**src/rtl/uart_tx_fifo_pkg.sv**
```systemverilog
`default_nettype none
// +----------------------------------------------------------------------------+
// | Package : uart_tx_fifo_pkg                                                 |
// | Shared UART data width, transmit FSM state encoding and FIFO helpers.      |
// | Rev 1.0 - initial release                                                  |
// +----------------------------------------------------------------------------+
package uart_tx_fifo_pkg;

  localparam int UART_DATA_W = 8;

  typedef enum logic [1:0] {
    IDLE   = 2'd0,
    LAUNCH = 2'd1,
    SETTLE = 2'd2,
    DRAIN  = 2'd3
  } tx_state_t;

  // A byte is accepted when there is room, or when a pop frees a slot this cycle.
  function automatic logic can_accept(input logic full, input logic pop);
    return !full || pop;
  endfunction

endpackage
`default_nettype wire

```
**src/rtl/uart_fifo_mem.sv**
```systemverilog
`default_nettype none
// +----------------------------------------------------------------------------+
// | Module : uart_fifo_mem                                                     |
// | Circular byte store with wrapping pointers, occupancy count, full/empty.   |
// | Rev 1.0 - initial release                                                  |
// +----------------------------------------------------------------------------+
module uart_fifo_mem
  import uart_tx_fifo_pkg::*;
#(
  parameter int  DEPTH = 16,
  parameter int  WIDTH = UART_DATA_W,
  localparam int AW    = $clog2(DEPTH),
  localparam int CW    = $clog2(DEPTH) + 1
) (
  input  logic             clk,
  input  logic             resetn,
  input  logic             push,
  input  logic             pop,
  input  logic             flush,
  input  logic [WIDTH-1:0] wr_data,
  output logic [WIDTH-1:0] head_data,
  output logic [CW-1:0]    count,
  output logic             empty,
  output logic             full
);

  logic [WIDTH-1:0] r_mem [DEPTH];
  logic [AW-1:0]    r_wr_ptr;
  logic [AW-1:0]    r_rd_ptr;
  logic [CW-1:0]    r_count;

  // Storage carries no reset; stale contents are unreachable once pointers clear.
  always_ff @(posedge clk) begin
    if (push) begin
      r_mem[r_wr_ptr] <= wr_data;
    end
  end

  always_ff @(posedge clk or negedge resetn) begin
    if (!resetn) begin
      r_wr_ptr <= '0;
      r_rd_ptr <= '0;
      r_count  <= '0;
    end else if (flush) begin
      r_wr_ptr <= '0;
      r_rd_ptr <= '0;
      r_count  <= '0;
    end else begin
      if (push) begin
        r_wr_ptr <= r_wr_ptr + AW'(1);
      end
      if (pop) begin
        r_rd_ptr <= r_rd_ptr + AW'(1);
      end
      case ({push, pop})
        2'b10:   r_count <= r_count + CW'(1);
        2'b01:   r_count <= r_count - CW'(1);
        default: r_count <= r_count;
      endcase
    end
  end

  assign head_data = r_mem[r_rd_ptr];
  assign count     = r_count;
  assign empty     = (r_count == '0);
  assign full      = (r_count == CW'(DEPTH));

endmodule
`default_nettype wire

```
**src/rtl/uart_tx_fifo.sv**
```systemverilog
`default_nettype none
// +----------------------------------------------------------------------------+
// | Module : uart_tx_fifo                                                      |
// | Elastic byte buffer from UART receiver to transmitter, paced by tx_busy.   |
// | Optional macro UART_TX_FIFO_FLUSH_EN: rx_break flushes stored bytes.       |
// | Rev 1.0 - initial release                                                  |
// +----------------------------------------------------------------------------+
module uart_tx_fifo
  import uart_tx_fifo_pkg::*;
#(
  parameter int  DEPTH = 16,
  parameter int  WIDTH = UART_DATA_W,
  localparam int CW    = $clog2(DEPTH) + 1
) (
  input  logic             clk,
  input  logic             resetn,
  input  logic             rx_valid,
  input  logic [WIDTH-1:0] rx_data,
  input  logic             rx_break,
  input  logic             tx_busy,
  output logic             tx_en,
  output logic [WIDTH-1:0] tx_data,
  output logic [CW-1:0]    fifo_count,
  output logic             fifo_empty,
  output logic             fifo_full,
  output logic             overflow,
  input  logic             overflow_clr
);

  tx_state_t        r_state;
  tx_state_t        w_state_nxt;
  logic             w_pop;
  logic             w_push;
  logic             w_flush;
  logic             w_drop;
  logic [WIDTH-1:0] w_head;
  logic [WIDTH-1:0] r_tx_data;
  logic             r_overflow;

`ifdef UART_TX_FIFO_FLUSH_EN
  assign w_flush = rx_break;
`else
  logic unused_rx_break;
  assign unused_rx_break = rx_break;
  assign w_flush         = 1'b0;
`endif

  assign w_pop  = (r_state == LAUNCH);
  assign w_push = rx_valid && can_accept(fifo_full, w_pop) && !w_flush;
  assign w_drop = rx_valid && !can_accept(fifo_full, w_pop);

  uart_fifo_mem #(
    .DEPTH (DEPTH),
    .WIDTH (WIDTH)
  ) u_mem (
    .clk       (clk),
    .resetn    (resetn),
    .push      (w_push),
    .pop       (w_pop),
    .flush     (w_flush),
    .wr_data   (rx_data),
    .head_data (w_head),
    .count     (fifo_count),
    .empty     (fifo_empty),
    .full      (fifo_full)
  );

  always_ff @(posedge clk or negedge resetn) begin
    if (!resetn) begin
      r_state <= IDLE;
    end else begin
      r_state <= w_state_nxt;
    end
  end

  // A flush on the launch-decision cycle would leave LAUNCH popping an empty store.
  always_comb begin
    w_state_nxt = r_state;
    case (r_state)
      IDLE:    if (!fifo_empty && !tx_busy && !w_flush) w_state_nxt = LAUNCH;
      LAUNCH:  w_state_nxt = SETTLE;
      SETTLE:  w_state_nxt = DRAIN;
      DRAIN:   if (!tx_busy) w_state_nxt = IDLE;
      default: w_state_nxt = IDLE;
    endcase
  end

  // The head byte is captured on entry to LAUNCH so tx_data is valid alongside tx_en.
  always_ff @(posedge clk or negedge resetn) begin
    if (!resetn) begin
      r_tx_data <= '0;
    end else if (r_state == IDLE && w_state_nxt == LAUNCH) begin
      r_tx_data <= w_head;
    end
  end

  always_ff @(posedge clk or negedge resetn) begin
    if (!resetn) begin
      r_overflow <= 1'b0;
    end else if (w_drop) begin
      r_overflow <= 1'b1;
    end else if (overflow_clr) begin
      r_overflow <= 1'b0;
    end
  end

  assign tx_en    = (r_state == LAUNCH);
  assign tx_data  = r_tx_data;
  assign overflow = r_overflow;

endmodule
`default_nettype wire

```
**config.mk**
```make
export PLATFORM = sky130hd
export DESIGN_NAME = uart_tx_fifo
export DESIGN_NICKNAME = d
export VERILOG_FILES = /design/src/rtl/uart_tx_fifo_pkg.sv /design/src/rtl/uart_fifo_mem.sv /design/src/rtl/uart_tx_fifo.sv
export SDC_FILE = /design/constraint.sdc
export NUM_CORES = 1
export LEC_CHECK = 0
export CAP_MARGIN = 20
export CORE_MARGIN = 2
export CORE_UTILIZATION = 50
export CTS_CLUSTER_DIAMETER = 50
export CTS_CLUSTER_SIZE = 25
export DETAILED_ROUTE_END_ITERATION = 16
export HOLD_SLACK_MARGIN = 0.1
export PLACE_DENSITY = 0.77
export SETUP_SLACK_MARGIN = 0.02
export SYNTH_ARGS = -nofsm -noshare
export SYNTH_HDL_FRONTEND = slang
export SYNTH_HIERARCHICAL = 1
export SYNTH_SLANG_ARGS = --single-unit
```
**constraint.sdc**
```tcl
create_clock -name clk -period 6.5 [get_ports clk]
set_input_delay 1.95 -clock clk [delete_from_list [all_inputs] [get_ports clk]]
set_output_delay 1.95 -clock clk [all_outputs]
set_load 0.02 [all_outputs]
```
## After elaboration in Yosys (flattened, before gate mapping)

Memory sizes are Yosys's and may differ from the RTL's. A register that Yosys moved wholly into a read port is not among the register bits.
Index checks and enable logic that the tools add are counted.

| storage, ports and cells | value |
|---|---|
| RAM bits | 128 |
| memory bits (read-only) | 0 |
| output and inout port bits | 17 |
| input bits | 14 |
| register bits | 16 |
| bits in latches | 0 |
| memories kept | 1 |
| logic and storage cells | 39 |

| cells by class | value |
|---|---|
| equality and inequality tests | 7 |
| shift-type cells | 0 |
| bitwise gates (word level) | 0 |
| $lt $le $gt $ge | 0 |
| add/subtract/negate cells | 4 |
| multipliers | 0 |
| reduce and logical (&&, ||, !) cells | 14 |
| mux-type cells | 8 |
| divide/modulo/power cells | 0 |

Memories:

| memory | words | width | rd ports | clocked after Yosys merged registers in | wr ports | line | source |
|---|---|---|---|---|---|---|---|
| u_mem.r_mem | 16 | 8 | 1 | 1 | 1 | uart_fifo_mem.sv:27 | `logic [WIDTH-1:0] r_mem [DEPTH];` |

Operators with widths:

| kind | number |
|---|---|
| $pmux 5 s2 | 1 |
| $add 4x1->4 const B | 2 |
| $pmux 2 s4 | 1 |
| $eq 2x1->1 const B | 3 |
| $eq 2x2->1 const B | 3 |
| $add 5x1->5 const B | 1 |
| $eq 5x5->1 const B | 1 |
| $logic_not 1->1 | 5 |
| $logic_not 5->1 | 1 |
| $sub 5x1->5 const B | 1 |
| $logic_and 1x1->1 | 4 |
| $mux 1 | 4 |
| $mux 2 | 2 |
| $reduce_bool 2->1 | 2 |
| $logic_not 2->1 | 1 |
| $logic_or 1x1->1 | 1 |

## Longest topological paths before layout

| depth | value |
|---|---|
| depth after elaboration | 7 |
| gate-level depth with buffers | 13 |
| gate-level depth less buffers | 10 |

## Modules after synthesis

Netlist, hierarchy kept.

Modules (own cells, without submodules):

| module | cells an instance | times used | seq. area each (µm²) | area an instance (µm²) |
|---|---|---|---|---|
| uart_fifo_mem | 301 | 1 | 4169.0 | 5751.8 |
| uart_tx_fifo | 31 | 1 | 275.3 | 450.4 |

## Worst setup path before layout

Ideal clock, no wire load.

| path | value |
|---|---|
| path type | input to register |
| start | input port rx_valid |
| end | register u_mem.r_count[4] (netlist: u_mem/count[4]) |
| slack | 2936 ps |
| buffers on the path | 2 |
| required time | 6427 ps |
| cell stages on the path | 10 |
| arrival | 3491 ps |
| setup time | 73 ps |
| path through | a21boi_0 buf_2 nor2b_1 buf_2 xor2_1 ha_1 a31o_2 a32oi_1 xnor2_1 nor2b_1 |

| on the way | value |
|---|---|
| word-level cells in the longest chain between the ends | 3 |
| elaborated cells on any way between the ends | 5 |
| classes of those cells | 2 x eq/ne; 1 x mux; 2 x reduce/logical |

Ends and longest elaborated chain:

| what | line | source |
|---|---|---|
| start: declaration | uart_tx_fifo.sv:17 | `input logic rx_valid,` |
| $logic_and 1x1->1 (*) | uart_tx_fifo.sv:49 | `assign w_push = rx_valid && can_accept(fifo_full, w_pop) && !w_flush;` |
| $eq 2x1->1 / $eq 2x2->1 (equally long branches) | uart_fifo_mem.sv:55 | `case ({push, pop})` |
| $pmux 5 s2 / $reduce_bool 2->1 (equally long branches) | n/a |  |
| end signal: assignment | uart_fifo_mem.sv:56 | `2'b10: r_count <= r_count + CW'(1);` |
| end signal: assignment | uart_fifo_mem.sv:57 | `2'b01: r_count <= r_count - CW'(1);` |
| end signal: assignment | uart_fifo_mem.sv:58 | `default: r_count <= r_count;` |
| end: declaration | uart_fifo_mem.sv:30 | `logic [CW-1:0] r_count;` |

Mark *: on every way between the ends. The rest lies on a longest branch, timed or not.
A chain may end at the register's enable or synchronous reset.

## Worst setup path after layout

| path | value |
|---|---|
| start | register u_mem.r_count[1] (netlist: u_mem/count[1]) |
| end | output port fifo_empty |

| on the way | value |
|---|---|
| word-level cells in the longest chain between the ends | 1 |

Ends and longest elaborated chain:

| what | line | source |
|---|---|---|
| $logic_not 5->1 | uart_fifo_mem.sv:65 | `assign empty = (r_count == '0);` |
| end: declaration | uart_tx_fifo.sv:24 | `output logic fifo_empty,` |

Every way passes these cells.

==> impl_results.md <==
* Status: finished clean
* Area of the multi-input gates at 1620 µm²
* Post-Synth XOR/XNOR Area at 0.0141
* Cell variety after synth at 41
* 1st-iter DRT viols at 287
* VDD IR max at 0.182 mV
* Seq/Total Area, Yosys at 0.717
* Clock power share at 0.369
* CP max FO at 10
* All-Layer GR Usage at 0.200
* Nets at 394
* Worst Hold Class: register to register
* Vias per cell at 5.65
* Die footprint at 13300 µm²
* Area grow syn2layout at 17.8%
* Crit. Startpoint: u_mem/count[1]
* Syn_area_per_cell at 18.7 µm²
* Mux contribution to synthesized area at 0.143
* DRC violations left at 0
* Clk_skew at 6.44 ps
* Final critical-path setup slack at 2170 ps
* Pleak at 2.48 nW
* H-tree level count at 4
* Adder-cell share of the synthesized area at 0.0141
* CP Capture Type: primary output
* Total CTS buffers at 17
* Worst Max-Slew Pin Slew at 974 ps
* Worst r2r path cells at 11
* # Post-CTS Setup Buffers at 0
* Reg2reg start: u_mem/count[1]
* Worst R2R Setup Slack at 3420 ps
* Final Hold Vio Count at 0
* Clock buffer depth at 2
* Initial antenna violation count at 0
* Area of the mapped netlist at 6200 µm²
* Max-slew violation count at 0
* Sw Ratio at 0.260
* Crit path capture: fifo_empty
* I/O Buffers at 29
* Largest family of logic cells by synthesized area: multiplexers
* Gate power share at 0.214
* Synth Area in Compound Gates at 0.0365
* Die height at 115 µm
* Antenna Cells at 0
* First-pass GRT wire length at 18600 µm
* I/O Pins at 31
* Detailed-router iteration count before antenna repair at 5
* WP data arrival at 2380 ps
* Hpwl dp at 7470 µm
* Syn. warnings at 6
* Row cnt at 40
* RSZ-0062 raised after global routing: false
* DR WL/cell at 22.0 µm
* Internal at 2.13 mW
* Tmin final at 4330 ps
* Tcrit/Tclk final at 0.667
* Filler cells at 878
* Hold buffers post-CTS at 0
* Vias in the first global route at 3277
* Maximum clock frequency at 0.231 GHz
* Clk_lat worst skew at 420 ps
* Cell count after synthesis at 332
* Clock Sink Count at 152
* Total gr overflow at 0
* Setup TNS at 0 ps
* Register area at 4450 µm²
* P_sw at 0.748 mW
* Core footprint at 12100 µm²
* Max_slew headroom at 0.348
* Min-delay src: tx_data[4]
* Largest net degree at the start of global routing at 36
* CP Launch Type: register
* Die W at 115 µm
* Max-cap violations at 0
* Yosys reg bits at 152
* Share of layout cells above drive strength 1 at 0.184
* Initial Util at 0.514
* Flop pwr share at 0.417
* Vias post-DR at 3132
* RD Place Congestion at 0.740
* Post-cts repair resize count at 0
* CP Class: register to primary output
* R2R Path End: u_mem/count[4]
* PD cells at 393 nW/µm²
* Simple-Gate Fraction of Synth Area at 0.0500
* Clk root buf: clkbuf_16
* Clock Pin Slew Worst Setup and Hold Paths at 60 ps
* Setup-failing EPs final at 0
* Pre-CTS worst setup slack at 2160 ps
* CTS tree: yes
* Post-DRT Antenna Nets at 0
* DRT Wirelength at 12200 µm
* WP data required at 4550 ps
cell usage after synthesis, drive strengths merged:
cell / instances / area (µm²)
a32oi: 1 / 8.76
ha: 7 / 87.6
clkbuf: 4 / 15.0
a21oi: 3 / 15.0
clkdlybuf4s25: 3 / 30.0
mux2i: 3 / 30.0
o31ai: 1 / 7.51
mux2: 8 / 90.1
and2: 2 / 12.5
a31o: 1 / 8.76
nor4: 2 / 27.5
dfrtp: 24 / 601
a31oi: 1 / 6.26
inv: 6 / 22.5
nand2b: 3 / 18.8
o211ai: 1 / 7.51
a211oi: 1 / 7.51
or2: 1 / 6.26
and2b: 1 / 7.51
nand2: 15 / 56.3
edfxtp: 128 / 3840
xor2: 6 / 52.6
conb: 1 / 3.75
a22oi: 17 / 128
nor2b: 7 / 43.8
buf: 10 / 85.1
nor2: 28 / 105
xnor2: 4 / 35.0
o21ba: 1 / 10.0
a21boi: 1 / 7.51
nor3: 4 / 20.0
mux4: 32 / 769
a32o: 1 / 10.0
nand4: 2 / 12.5
o21ai: 2 / 10.0
critical path: stages, from the launching register on:
cell and delay [ps]:
dfrtp_1 490, nor4_1 440, nor2b_1 370, clkdlybuf4s50_1 670
stage by stage:
step,hold WS (ps),util,instance area [µm²],std cells,power (mW)
2_1_floorplan,517,-,6210,335,1.63
3_3_place_gp,474,0.550,6630,521,1.81
3_5_place_dp,504,0.550,6630,521,1.84
4_1_cts,517,0.603,7280,553,2.89
5_1_grt,539,0.605,7300,554,2.98
6_report,510,0.605,7300,554,2.87
metal layers:
metal  vias up  track usage  wire, µm
li1       1392            -         -
met1      1622        0.259      4970
met2       104        0.327      6380
met3        14       0.0480       637
met4         0       0.0827       195
met5         -            0         0
how the worst min path moves through the flow:
stage                 endpoint  slack [ps]  cells after the start
CTS                 tx_data[3]         520                      1
detailed placement  tx_data[7]         500                      1
floorplan           r_state[1]         520                      1
finish              tx_data[4]         510                      1
global placement      overflow         470                      1
global route        tx_data[0]         540                      1
cell type report:
class / instances / area share
multi-input combinational: 160 / 0.221
clock inverter: 13 / 0.0276
inverter: 6 / 0.00308
clock buffer: 19 / 0.0606
timing repair buffer: 36 / 0.0497
tap: 168 / 0.0288
sequential: 152 / 0.609
sequential cells by signal, summed over array words and instances, names as in the netlist:
| name | cells |
|---|---|
| u_mem/r_mem | 128 |
| tx_data | 8 |
| u_mem/count | 5 |
| u_mem/r_rd_ptr | 4 |
| u_mem/r_wr_ptr | 4 |
| r_state | 2 |
| overflow | 1 |
cell usage in the layout, fill, tap and decap left out, drive strengths merged:
| cell | n |
|---|---|
| a21oi | 3 |
| inv | 6 |
| mux4 | 32 |
| ha | 7 |
| o21ai | 2 |
| mux2 | 8 |
| mux2i | 3 |
| bufinv | 5 |
| edfxtp | 128 |
| o211ai | 1 |
| clkdlybuf4s50 | 29 |
| nor2b | 7 |
| clkbuf | 19 |
| o31ai | 1 |
| clkinvlp | 3 |
| and2b | 1 |
| dfrtp | 24 |
| clkinv | 5 |
| nand2b | 3 |
| xnor2 | 4 |
| conb | 4 |
| o21ba | 1 |
| a211oi | 1 |
| a22oi | 17 |
| a31oi | 1 |
| nor4 | 2 |
| and2 | 2 |
| a32oi | 1 |
| buf | 7 |
| a32o | 1 |
| nand2 | 15 |
| a31o | 1 |
| nand4 | 2 |
| xor2 | 6 |
| a21boi | 1 |
| or2 | 1 |
| nor2 | 28 |
| nor3 | 4 |
power groups by stage:
stage | Sequential [mW] | Combinational (mW) | Clock, mW
2_1_floorplan | 1.24 | 0.394 | 0
3_3_place_gp | 1.21 | 0.598 | 0
3_5_place_dp | 1.22 | 0.619 | 0
4_1_cts | 1.20 | 0.623 | 1.07
5_1_grt | 1.21 | 0.664 | 1.11
6_report | 1.20 | 0.615 | 1.06
kinds of logic after synthesis:
group                    Yosys count
other                              1
XOR/XNOR                          10
flip-flops                       152
AO/OA/AOI/OAI                     31
AND/OR/NAND/NOR                   65
multiplexers                      43
adder cells (fa/ha/maj)            7
buffers and inverters             23
(Power assumes the default switching activity.)
